===== src/rtl/instr_fetch_if.sv =====
// Instruction memory read bus: registered address/strobe out, data/valid back.
interface instr_fetch_if #(
    parameter int ADDR_W  = 8,
    parameter int INSTR_W = 24
);
    logic [ADDR_W-1:0]  mem_addr;
    logic               mem_rd_en;
    logic [INSTR_W-1:0] mem_rdata;
    logic               mem_valid;

    modport master (
        output mem_addr,
        output mem_rd_en,
        input  mem_rdata,
        input  mem_valid
    );

    modport slave (
        input  mem_addr,
        input  mem_rd_en,
        output mem_rdata,
        output mem_valid
    );
endinterface


===== src/rtl/instr_fetch.sv =====
// Fetch stage: program counter, single-outstanding read to instruction memory,
// instruction register. All outputs are registered.
//
// state   | meaning
// --------+-------------------------------------------------------------
// S_IDLE  | no request outstanding; waits for an IR_load rising edge
// S_WAIT  | request issued; waits for mem_valid or the wait limit
// S_FAULT | memory never answered; terminal until rst
module instr_fetch #(
    parameter int ADDR_W  = 8,
    parameter int INSTR_W = 24,
    parameter int TIMEOUT = 16
) (
    input  logic               clk,
    input  logic               rst,
    input  logic [ADDR_W-1:0]  PC_load,
    input  logic               PC_en,
    input  logic               PC_inc,
    input  logic               IR_load,
    instr_fetch_if.master      mem,
    output logic [INSTR_W-1:0] command_word,
    output logic               ReadyRegFlag,
    output logic [ADDR_W-1:0]  PC_current_value,
    output logic               fetch_busy,
    output logic               fetch_fault
);

    localparam int CNT_W = $clog2(TIMEOUT) + 1;

    typedef enum logic [1:0] {
        S_IDLE  = 2'd0,
        S_WAIT  = 2'd1,
        S_FAULT = 2'd2
    } state_t;

    state_t             state_q, state_d;
    logic [ADDR_W-1:0]  pc_q, pc_d;
    logic [ADDR_W-1:0]  addr_q, addr_d;
    logic               rd_en_q, rd_en_d;
    logic [INSTR_W-1:0] cw_q, cw_d;
    logic               rdy_q, rdy_d;
    logic               busy_q, busy_d;
    logic               fault_q, fault_d;
    logic [CNT_W-1:0]   cnt_q, cnt_d;
    logic               ir_prev_q, inc_prev_q;
    logic               ir_rise, inc_rise;

    assign ir_rise  = IR_load & ~ir_prev_q;
    assign inc_rise = PC_inc & ~inc_prev_q;

    always_ff @(posedge clk) begin
        if (rst) begin
            state_q    <= S_IDLE;
            pc_q       <= '0;
            addr_q     <= '0;
            rd_en_q    <= 1'b0;
            cw_q       <= '0;
            rdy_q      <= 1'b0;
            busy_q     <= 1'b0;
            fault_q    <= 1'b0;
            cnt_q      <= '0;
            ir_prev_q  <= 1'b0;
            inc_prev_q <= 1'b0;
        end else begin
            state_q    <= state_d;
            pc_q       <= pc_d;
            addr_q     <= addr_d;
            rd_en_q    <= rd_en_d;
            cw_q       <= cw_d;
            rdy_q      <= rdy_d;
            busy_q     <= busy_d;
            fault_q    <= fault_d;
            cnt_q      <= cnt_d;
            ir_prev_q  <= IR_load;
            inc_prev_q <= PC_inc;
        end
    end

    // A coincident increment edge is dropped when a load happens.
    always_comb begin
        pc_d = pc_q;
        if (PC_en) begin
            pc_d = PC_load;
        end else if (inc_rise) begin
            pc_d = pc_q + ADDR_W'(1);
        end
    end

    always_comb begin
        state_d = state_q;
        addr_d  = addr_q;
        rd_en_d = 1'b0;
        cw_d    = cw_q;
        rdy_d   = rdy_q;
        busy_d  = busy_q;
        fault_d = fault_q;
        cnt_d   = cnt_q;

        case (state_q)
            S_IDLE: begin
                if (ir_rise) begin
                    addr_d  = pc_q;
                    rd_en_d = 1'b1;
                    busy_d  = 1'b1;
                    rdy_d   = 1'b0;
                    cnt_d   = '0;
                    state_d = S_WAIT;
                end
            end
            S_WAIT: begin
                cnt_d = cnt_q + CNT_W'(1);
                // Data arriving on the last allowed cycle still beats the timeout.
                if (mem.mem_valid) begin
                    cw_d    = mem.mem_rdata;
                    rdy_d   = 1'b1;
                    busy_d  = 1'b0;
                    state_d = S_IDLE;
                end else if (cnt_q == CNT_W'(TIMEOUT - 1)) begin
                    fault_d = 1'b1;
                    busy_d  = 1'b0;
                    state_d = S_FAULT;
                end
            end
            S_FAULT: begin
                state_d = S_FAULT;
            end
            default: begin
                state_d = S_IDLE;
            end
        endcase
    end

    assign mem.mem_addr     = addr_q;
    assign mem.mem_rd_en    = rd_en_q;
    assign command_word     = cw_q;
    assign ReadyRegFlag     = rdy_q;
    assign PC_current_value = pc_q;
    assign fetch_busy       = busy_q;
    assign fetch_fault      = fault_q;

endmodule

===== src/flat_wrapper.sv =====
// flat-port wrapper written by rule: the top's interface ports become plain ports
module instr_fetch_flat 
#(
    parameter int ADDR_W  = 8,
    parameter int INSTR_W = 24,
    parameter int TIMEOUT = 16
)
  (clk, rst, PC_load, PC_en, PC_inc, IR_load, command_word, ReadyRegFlag, PC_current_value, fetch_busy, fetch_fault, mem_mem_addr, mem_mem_rd_en, mem_mem_rdata, mem_mem_valid);
  instr_fetch_if #(.ADDR_W(ADDR_W), .INSTR_W(INSTR_W)) mem_i ();
  input  logic clk;
  input  logic rst;
  input  logic [ADDR_W-1:0] PC_load;
  input  logic PC_en;
  input  logic PC_inc;
  input  logic IR_load;
  output logic [INSTR_W-1:0] command_word;
  output logic ReadyRegFlag;
  output logic [ADDR_W-1:0] PC_current_value;
  output logic fetch_busy;
  output logic fetch_fault;
  output wire logic [$bits(mem_i.mem_addr)-1:0] mem_mem_addr;
  output wire logic [$bits(mem_i.mem_rd_en)-1:0] mem_mem_rd_en;
  input wire logic [$bits(mem_i.mem_rdata)-1:0] mem_mem_rdata;
  input wire logic [$bits(mem_i.mem_valid)-1:0] mem_mem_valid;
  assign mem_mem_addr = mem_i.mem_addr;
  assign mem_mem_rd_en = mem_i.mem_rd_en;
  assign mem_i.mem_rdata = mem_mem_rdata;
  assign mem_i.mem_valid = mem_mem_valid;
  instr_fetch #(.ADDR_W(ADDR_W), .INSTR_W(INSTR_W), .TIMEOUT(TIMEOUT)) u_core (.clk(clk), .rst(rst), .PC_load(PC_load), .PC_en(PC_en), .PC_inc(PC_inc), .IR_load(IR_load), .mem(mem_i), .command_word(command_word), .ReadyRegFlag(ReadyRegFlag), .PC_current_value(PC_current_value), .fetch_busy(fetch_busy), .fetch_fault(fetch_fault));
endmodule

===== config.mk =====
export PLATFORM = sky130hd
export DESIGN_NAME = instr_fetch_flat
export DESIGN_NICKNAME = d
export VERILOG_FILES = /design/src/rtl/instr_fetch_if.sv /design/src/rtl/instr_fetch.sv /design/src/flat_wrapper.sv
export SDC_FILE = /design/constraint.sdc
export NUM_CORES = 1
export LEC_CHECK = 0
export BUFFER_PORTS_ARGS = -buffer_cell sky130_fd_sc_hd__buf_4
export CAP_MARGIN = 30
export CORE_MARGIN = 2
export CORE_UTILIZATION = 51
export CTS_BUF_LIST = sky130_fd_sc_hd__clkbuf_8 sky130_fd_sc_hd__clkbuf_16
export CTS_CLUSTER_SIZE = 14
export DETAILED_ROUTE_END_ITERATION = 8
export GPL_ROUTABILITY_DRIVEN = 0
export PLACE_DENSITY = 0.83
export REMOVE_ABC_BUFFERS = 1
export SLEW_MARGIN = 10
export SYNTH_ARGS = -nofsm -noshare
export SYNTH_HDL_FRONTEND = slang
export SYNTH_SLANG_ARGS = --single-unit

===== constraint.sdc =====
create_clock -name clk -period 2.9 [get_ports clk]
set_input_delay 0.145 -clock clk [delete_from_list [all_inputs] [get_ports clk]]
set_output_delay 0.145 -clock clk [all_outputs]
set_load 0.05 [all_outputs]

==> reports/qor.csv <==
metric;value;unit
syn_area_per_cell;8.283;µm²
WP data required;3070;ps
Root Buffer;clkbuf_8;
largest net degree at the start of global routing;55;
Leak;1.139;nW
R2R Path Start;u_core.state_q[0];
Gate Count Post-Synth;250;
setup violators final;0;
number of I/O port buffers;81;
Final Power;1.461;mW
vias;1922;
post-route minimum period;1564;ps
drt via density;5.153;
ANT nets after route;0;
Reg2Reg Setup Slack;1340;ps
critical-path maximum fanout;24;
TritonRoute pass-1 iters;4;
status;finished, final reports clean;
Largest stage delay, worst path;630;ps
postcts setup bufs;0;
max-slew violations;0;
RSZ-0062 raised after global routing;false;
Critical Path AT;1730;ps
worst hold start;IR_load;
clk sinks;53;
maximum clock frequency;639.6;MHz
die height;67.72;µm
placed cell areas;2673;µm²
synth-to-layout area growth;33.41;%
Final Hold Fails;0;
Critical Path Start Type;register;
PnR worst setup slack;1336;ps
Hold WS;72.10;ps
DP Wirelength;3.291;mm
crit path kind;reg -> reg;
# H-tree levels;2;
worst-skew pair later-pin latency;300;ps
final wirelength;4.664;mm
maxcap violations;0;
die area;4586;µm²
io pins;82;
nets;364;
CTS tree;yes;
detailed router's first-iteration violation count;79;
diode count;0;
filler cell count in the final layout;341;
ys flop type;dfxtp_1;
reg-to-reg endpoint;u_core.command_word[15];
Slew HR;38.45;%
Cell Area, Synth;2071;µm²
Worst IR Drop VDD;418.1;µV
Bufs and invs on worst path;0;
hold crit path type;in -> reg;
FP Rows;23;
number of flops mapped to enable cells by yosys;0;
synth warn;0;
register bit total from synthesis;53;
share of cells above drive strength 1;28.17;%
Total GRT Usage;20.64;%
post-synthesis sequential area ratio;51.24;%
slowest CP cell;nand3b_1;
core area;3943;µm²
drc violations;0;
post-route cell area;2763;µm²
hold depth;2;
Initial Util;52.52;%
count of hold buffers inserted by post-cts repair;0;
GR Overflow Total;0;
crit-path cells;nand3b_1 -> nand2_1 -> a21oi_1;
total power divided by cell area;528.8;nW/µm²
initial antenna violation count;0;
Async SR Flop Fraction;0;%
vias in the first global route;1717;
crit-path leading delay family;simple AND/OR/NAND/NOR gates;
Period Utilization, post-route;53.92;%
Hold Crit Endpoint;u_core.ir_prev_q;
Num CTS Buffers;5;
post-DR wirelength/cell;12.50;µm
Max clock buf depth;2;
dpl ws;1314;ps
post-synth cell types;36;
Worst Tran Pin Value;920.8;ps
first-pass GRT wire length;7.231;mm
R2R depth;3;
final setup skew;4.563;ps
Die Wd;67.72;µm
clock-pin slew of the registers on the worst-case setup and hold paths;90;ps
setup_tns;0;ps
Setup crit end kind;register;
post-CTS sizing;0;
[how the worst max path moves through the flow]
stage	from	to	slack [ps]	cells past startpoint
2_1_floorplan	u_core.PC_current_value[0]	u_core.PC_current_value[4]	1170	4
3_3_place_gp	u_core.state_q[0]	u_core.command_word[22]	1350	3
3_5_place_dp	u_core.state_q[1]	u_core.mem.mem_addr[1]	1310	3
4_1_cts	u_core.state_q[1]	u_core.mem.mem_addr[1]	1290	3
5_1_grt	u_core.state_q[0]	u_core.command_word[14]	1150	3
6_report	u_core.state_q[0]	u_core.command_word[15]	1340	3
[sequential cells by signal, summed over array words and instances (netlist names)]
register	flops
u_core.command_word	24
u_core.cnt_q	5
u_core.ReadyRegFlag	1
u_core.fetch_fault	1
u_core.mem.mem_rd_en	1
u_core.state_q	2
u_core.inc_prev_q	1
u_core.PC_current_value	8
u_core.fetch_busy	1
u_core.ir_prev_q	1
u_core.mem.mem_addr	8
[placed cells by master, fill, tap and decap left out, drive strengths merged, types with 5 or more instances in the layout]
master,Yosys,routed
dfxtp,53,53
nand2,67,67
nand3,6,6
nor2b,6,6
nand2b,5,5
buf,4,81
nor2,14,14
a21oi,41,41
clkbuf,11,6
[cell families after synthesis]
family          count (synthesis)  share of synthesized area [%]
simple gates                  113                          25.02
flops                          53                          51.24
buf+inv                        19                          4.048
compound gates                 59                          16.56
mux                             1                         0.4834
xor+xnor                        2                         0.8461
fa+ha+maj                       3                          1.813
[cell type report]
cell class	count	area (µm²)	share of cell area (%)
repair buffers	81	608.1	22.01
flip-flops and latches	53	1061	38.41
multi-input cells	178	925.9	33.51
inverters	4	15.01	0.5435
clock buffers	6	82.58	2.989
clock inverters	1	7.507	0.2717
well taps	50	62.56	2.264
[layer usage]
layer,track usage [%],vias up,wire [µm]
met5,0,-,0
met4,6.888,0,51
met3,6.167,4,478
met2,34.68,74,2071
met1,25.03,858,2062
li1,-,986,-
[worst register-to-register path, stage by stage (launching register included)]
cell and delay (ps):
dfxtp_1 440, nand3b_1 630, nand2_1 270, a21oi_1 90
[where the power goes]
group / internal, mW / total [mW] / switching, mW
clock network: 0.189 / 0.417 / 0.228
registers: 0.757 / 0.783 / 0.0261
logic: 0.0940 / 0.260 / 0.166
total: 1.04 / 1.46 / 0.420
[synth_stat cells, drive strengths merged, types with 2 or more instances]
master  instances  area share (%)
a211oi          4             1.5
a21oi          41              10
a311oi          3             1.3
buf             4             1.3
clkbuf         11             2.1
dfxtp          53              51
ha              3             1.8
inv             4            0.72
nand2          67              12
nand2b          5             1.5
nand3           6             1.5
nand3b          2            0.72
nor2           14             2.5
nor2b           6             1.8
nor4b           2             1.1
o211ai          2            0.72
o21ai           4            0.97
or3             4             1.2
xnor2           2            0.85
[through the flow]
step | instances | utilization, %
2_1_floorplan | 235 | -
3_3_place_gp | 366 | 67.79
3_5_place_dp | 366 | 67.79
4_1_cts | 373 | 70.07
5_1_grt | 373 | 70.07
6_report | 373 | 70.07
Note: power is estimated with default switching activity, not from simulation.
